[config.mk]
export PLATFORM = sky130hd
export DESIGN_NAME = cv32e40s_mult_arbiter
export DESIGN_NICKNAME = d
export VERILOG_FILES = /design/src/rtl/cv32e40s_mult_arbiter.sv
export SDC_FILE = /design/constraint.sdc
export NUM_CORES = 1
export LEC_CHECK = 0
export BUFFER_PORTS_ARGS = -buffer_cell sky130_fd_sc_hd__buf_2
export CORE_AREA = 2 2 110 112
export CTS_CLUSTER_DIAMETER = 120
export CTS_CLUSTER_SIZE = 12
export DETAILED_ROUTE_END_ITERATION = 7
export DIE_AREA = 0 0 112 114
export HOLD_SLACK_MARGIN = 0.08
export PLACE_DENSITY = 0.46
export SYNTH_ARGS = -nofsm -noshare
export SYNTH_HDL_FRONTEND = slang
export SYNTH_SLANG_ARGS = --single-unit
[constraint.sdc]
create_clock -name clk -period 7.5 [get_ports clk]
set_input_delay 2.25 -clock clk [delete_from_list [all_inputs] [get_ports clk]]
set_output_delay 2.25 -clock clk [all_outputs]
set_load 0.1 [all_outputs]
[src/rtl/cv32e40s_mult_arbiter.sv]
// Shares one cv32e40s_mult between two requesters (port 0 = EX stage, port 1 = secondary issuer).
// Latency: zero added cycles; the granted port is forwarded combinationally in both directions.
// Backpressure: mult ready/valid pass straight through to the granted port; the other port stalls while busy.
module cv32e40s_mult_arbiter #(
    parameter int unsigned RR_ARB = 1
) (
    input  logic             clk,
    input  logic             rst_n,

    // Requester side. Operator encoding: 0 = MUL_M32, 1 = MUL_H.
    input  logic [1:0]       req_valid_i,
    input  logic [1:0]       req_operator_i,
    input  logic [1:0][1:0]  req_signed_i,
    input  logic [1:0][31:0] req_op_a_i,
    input  logic [1:0][31:0] req_op_b_i,
    input  logic [1:0]       req_halt_i,
    input  logic [1:0]       req_kill_i,
    output logic [1:0]       req_ready_o,
    output logic [1:0]       rsp_valid_o,
    output logic [31:0]      rsp_result_o,
    input  logic [1:0]       rsp_ready_i,

    // Multiplier side
    output logic             mul_valid_o,
    output logic             mul_operator_o,
    output logic [1:0]       mul_signed_o,
    output logic [31:0]      mul_op_a_o,
    output logic [31:0]      mul_op_b_o,
    output logic             mul_halt_o,
    output logic             mul_kill_o,
    output logic             mul_ready_o,
    input  logic [31:0]      mul_result_i,
    input  logic             mul_valid_i,
    input  logic             mul_ready_i
);

    localparam bit RR_EN = (RR_ARB != 0);

    typedef enum logic {
        FREE   = 1'b0,
        LOCKED = 1'b1
    } lock_state_e;

    lock_state_e state_q;
    lock_state_e state_d;
    logic        owner_q;
    logic        owner_d;
    logic        rr_pref_q;
    logic        rr_pref_d;
    logic        gnt;
    logic        done;

    // Grant selection: a held lock always wins; otherwise pick among valid ports,
    // and with no requester keep pointing at the last owner so the mult inputs stay quiet.
    always_comb begin
        gnt = owner_q;
        if (state_q == FREE) begin
            case (req_valid_i)
                2'b01:   gnt = 1'b0;
                2'b10:   gnt = 1'b1;
                2'b11:   gnt = RR_EN ? rr_pref_q : 1'b0;
                default: gnt = owner_q;
            endcase
        end
    end

    // Forward the granted port to the multiplier and route the response back to it.
    // The non-granted port never sees the mult; it is ready only if idle or being killed.
    always_comb begin
        mul_valid_o    = req_valid_i[gnt];
        mul_operator_o = req_operator_i[gnt];
        mul_signed_o   = req_signed_i[gnt];
        mul_op_a_o     = req_op_a_i[gnt];
        mul_op_b_o     = req_op_b_i[gnt];
        mul_halt_o     = req_halt_i[gnt];
        mul_kill_o     = req_kill_i[gnt];
        mul_ready_o    = rsp_ready_i[gnt];

        rsp_valid_o      = 2'b00;
        rsp_valid_o[gnt] = mul_valid_i;

        req_ready_o      = ~req_valid_i | req_kill_i;
        req_ready_o[gnt] = mul_ready_i;
    end

    assign rsp_result_o = mul_result_i;

    // A result counts as consumed only if the owner accepts it and is not killing it.
    assign done = mul_valid_i && rsp_ready_i[gnt] && !req_kill_i[gnt];

    // Lock next-state: lock whenever the granted op does not finish this cycle (MUL_H,
    // halted or back-pressured M32); release on completion or owner kill (kill first).
    always_comb begin
        state_d   = state_q;
        owner_d   = owner_q;
        rr_pref_d = rr_pref_q;
        case (state_q)
            FREE: begin
                if (req_valid_i[gnt] && !req_kill_i[gnt] && !done) begin
                    state_d = LOCKED;
                    owner_d = gnt;
                end else if (done && RR_EN) begin
                    rr_pref_d = ~gnt;
                end
            end
            LOCKED: begin
                if (req_kill_i[owner_q]) begin
                    state_d = FREE;
                    if (RR_EN) begin
                        rr_pref_d = ~owner_q;
                    end
                end else if (done) begin
                    state_d = FREE;
                    if (RR_EN) begin
                        rr_pref_d = ~owner_q;
                    end
                end
            end
            default: begin
                state_d = FREE;
            end
        endcase
    end

    // Arbitration state register; shares rst_n with the mult so both restart together.
    always_ff @(posedge clk or negedge rst_n) begin
        if (!rst_n) begin
            state_q   <= FREE;
            owner_q   <= 1'b0;
            rr_pref_q <= 1'b0;
        end else begin
            state_q   <= state_d;
            owner_q   <= owner_d;
            rr_pref_q <= rr_pref_d;
        end
    end

endmodule

==> impl_metrics.csv <==
group,metric,value,unit
synthesis,yosysMostFrequentCell,"mux2_4",
cells_and_area,drive_gt1_frac,0.888,
grt,grt_max_degree,49,
clock_tree,clkTransAtPathRegs,0.03,ns
synthesis,synth_edf_count,0,
setup_path,cp_max_fo,48,
cells_and_area,antenna_cells,0,
setup_path,worst_setup_path_start_kind,"input pin",
routing,num_vias,1847,
outcome,outcome,"finished, final reports clean",
timing,skew,0.000754,ns
timing,fin_crit,6.29,ns
setup_path,critical_path_required,5.25,ns
timing,finalCritPeriodShare,0.839,
timing,final_hold_viol_count,0,
clock_tree,cts_hold_buf,0,
clock_tree,h-tree-depth,1,
clock_tree,clock_path_buffers,2,
grt,grt_pass1_vias,1642,
setup_path,worstPathArrival,4.04,ns
floorplan,start_util,0.144,
routing,route.detailed.drc,0,
hold_path,hold_path_class,"reg2reg",
floorplan,fp.dieH,114,microns
setup_path,critPathKind,"in2out",
clock_tree,cts_tree,"done",
cells_and_area,syn2layout_area_growth,60.4,%
timing,max_freq,0.159,GHz
synthesis,synthArstFlopShare,1.00,
grt,grt_pass1_wl,7930,microns
synthesis,synth_top_cell_area_share,0.500,
grt,grt_use_total,0.0767,
flow_run,drv_cap,0,
clock_tree,clk_latency,0.22,ns
setup_path,cp-end-kind,"primary output",
placed_design,place_congestion,0.701,
routing,routed_wl,5940,microns
timing,slew_viol_final,0,
clock_tree,root_buffer,"clkbuf_16",
clock_tree,cts_made_buffers,3,
synthesis,yosysSeqAreaShare,0.0446,
synthesis,synth_commonest_cells,"mux2_4 (56), buf_4 (34), mux2_2 (13)",
routing,vias_per_cell,3.81,
synthesis,synth_fp_nets,329,
synthesis,synth_cell_types,25,
floorplan,io_pins,285,
synthesis,synthFlopType,"dfrtp_1",
floorplan,core,0.0117,sq mm
grt,gr-total-overflow,0,
synthesis,netlist_area,0.00168,sq mm
routing,avgRoutedWirePerCell,12.2,microns
placed_design,port_buffers,220,
cells_and_area,final_nets,517,
timing,tightest_slew,0.510,ns
timing,setup_viol,0,
timing,setup_tns,0,ns
setup_path,cpMaxStageDelayCell,"o32ai_4",
timing,slew_headroom,0.660,
routing,drtAntennaViolNets,0,
placed_design,hpwl,5260,microns
clock_tree,cts_num_sinks,3,
synthesis,synth_area_leaders,"mux2_4 (50%), buf_4 (15%), mux2_2 (8.7%)",
floorplan,dieArea,0.0128,sq mm
clock_tree,cts_setup_buffers,0,
setup_path,cp_slowest_stage_delay,0.44,ns
grt,antenna_found_initial,0,
setup_path,crit_top_cell,"buf_2",
timing,rsz0062_at_grt,"no",
routing,drtPass1Iterations,4,
synthesis,avgSynthCellArea,11.1,sq um
clock_tree,cts-resized-gates,0,
synthesis,ys_ff_latch,3,
floorplan,die_x,112,microns
synthesis,yosysTopAreaCell,"mux2_4",
synthesis,yosys_warnings,0,
setup_path,worstPathCellList,"buf_2, and2_4, o32ai_4, buf_12, mux2_4, buf_2",
synthesis,syn_inst,151,
routing,drt_iter0_drc,50,
floorplan,rows,40,
==> path summary, 6_finish.rpt <==
check / startpoint / endpoint / slack, ns / cells past startpoint
hold / removal: rr_pref_q / rr_pref_q / 0.53 / 2
max in group asynchronous: rst_n / rr_pref_q / 5.58 / 1
setup / recovery: req_valid_i[1] / mul_op_a_o[16] / 1.21 / 6
hold reg to reg: rr_pref_q / rr_pref_q / 0.53 / 2
min in group asynchronous: rst_n / owner_q / 1.81 / 1
setup reg to reg: state_q / owner_q / 5.75 / 4
==> critical path, delay by kind of cell <==
family                 cells  cell delay, ns
AO/OA/AOI/OAI              1            0.44
buffers and inverters      3            0.91
multiplexers               1            0.22
AND/OR/NAND/NOR            1            0.14
==> registers in the layout, summed over array words and instances (netlist names) <==
signal     flops
rr_pref_q      1
owner_q        1
state_q        1
==> cells by family after synthesis <==
group,synth area share
DFF,0.0446
buffers and inverters,0.241
muxes,0.593
and+or+nand+nor,0.0632
AOI/OAI and AO/OA,0.0580
==> stage by stage <==
| step | hold WS (ns) | area [sq um] | setup slack (ns) | cells | utilization |
|---|---|---|---|---|---|
| floorplan | 0.479 | 1680 | 0.320 | 151 | - |
| global placement | 0.521 | 2620 | 1.24 | 481 | 0.224 |
| detailed placement | 0.535 | 2620 | 1.19 | 481 | 0.224 |
| CTS | 0.542 | 2700 | 1.19 | 485 | 0.230 |
| global route | 0.569 | 2700 | 1.10 | 485 | 0.230 |
| finish | 0.531 | 2700 | 1.21 | 485 | 0.230 |
==> final cells by class <==
type | instances | area (sq um)
Fill cell | 1281 | 9010
Clock buffer | 4 | 78.8
Timing Repair Buffer | 224 | 1140
Sequential cell | 3 | 75.1
Tap cell | 147 | 184
Multi-Input combinational cell | 103 | 1200
Inverter | 4 | 15.0
==> layout by cell type, fill, tap and decap left out, types with 2 or more instances in the layout <==
cell type,n
buf_2,220
mux2_4,56
mux2_2,13
nor2_1,7
o21ai_0,5
nand2_1,4
inv_1,3
clkbuf_16,3
dfrtp_1,3
buf_4,3
and2_1,2
a21oi_1,2
nor3_1,2
nand3b_1,2
==> layer usage <==
layer | GRT usage | wire length (microns)
met1 | 0.0813 | 2090
met2 | 0.142 | 3070
met5 | 0 | 0
met3 | 0.0340 | 733
met4 | 0.0154 | 43
Power is left out: the tool's default activity adds up to more than one toggle a clock period on the data nets, which glitch-free logic cannot reach.
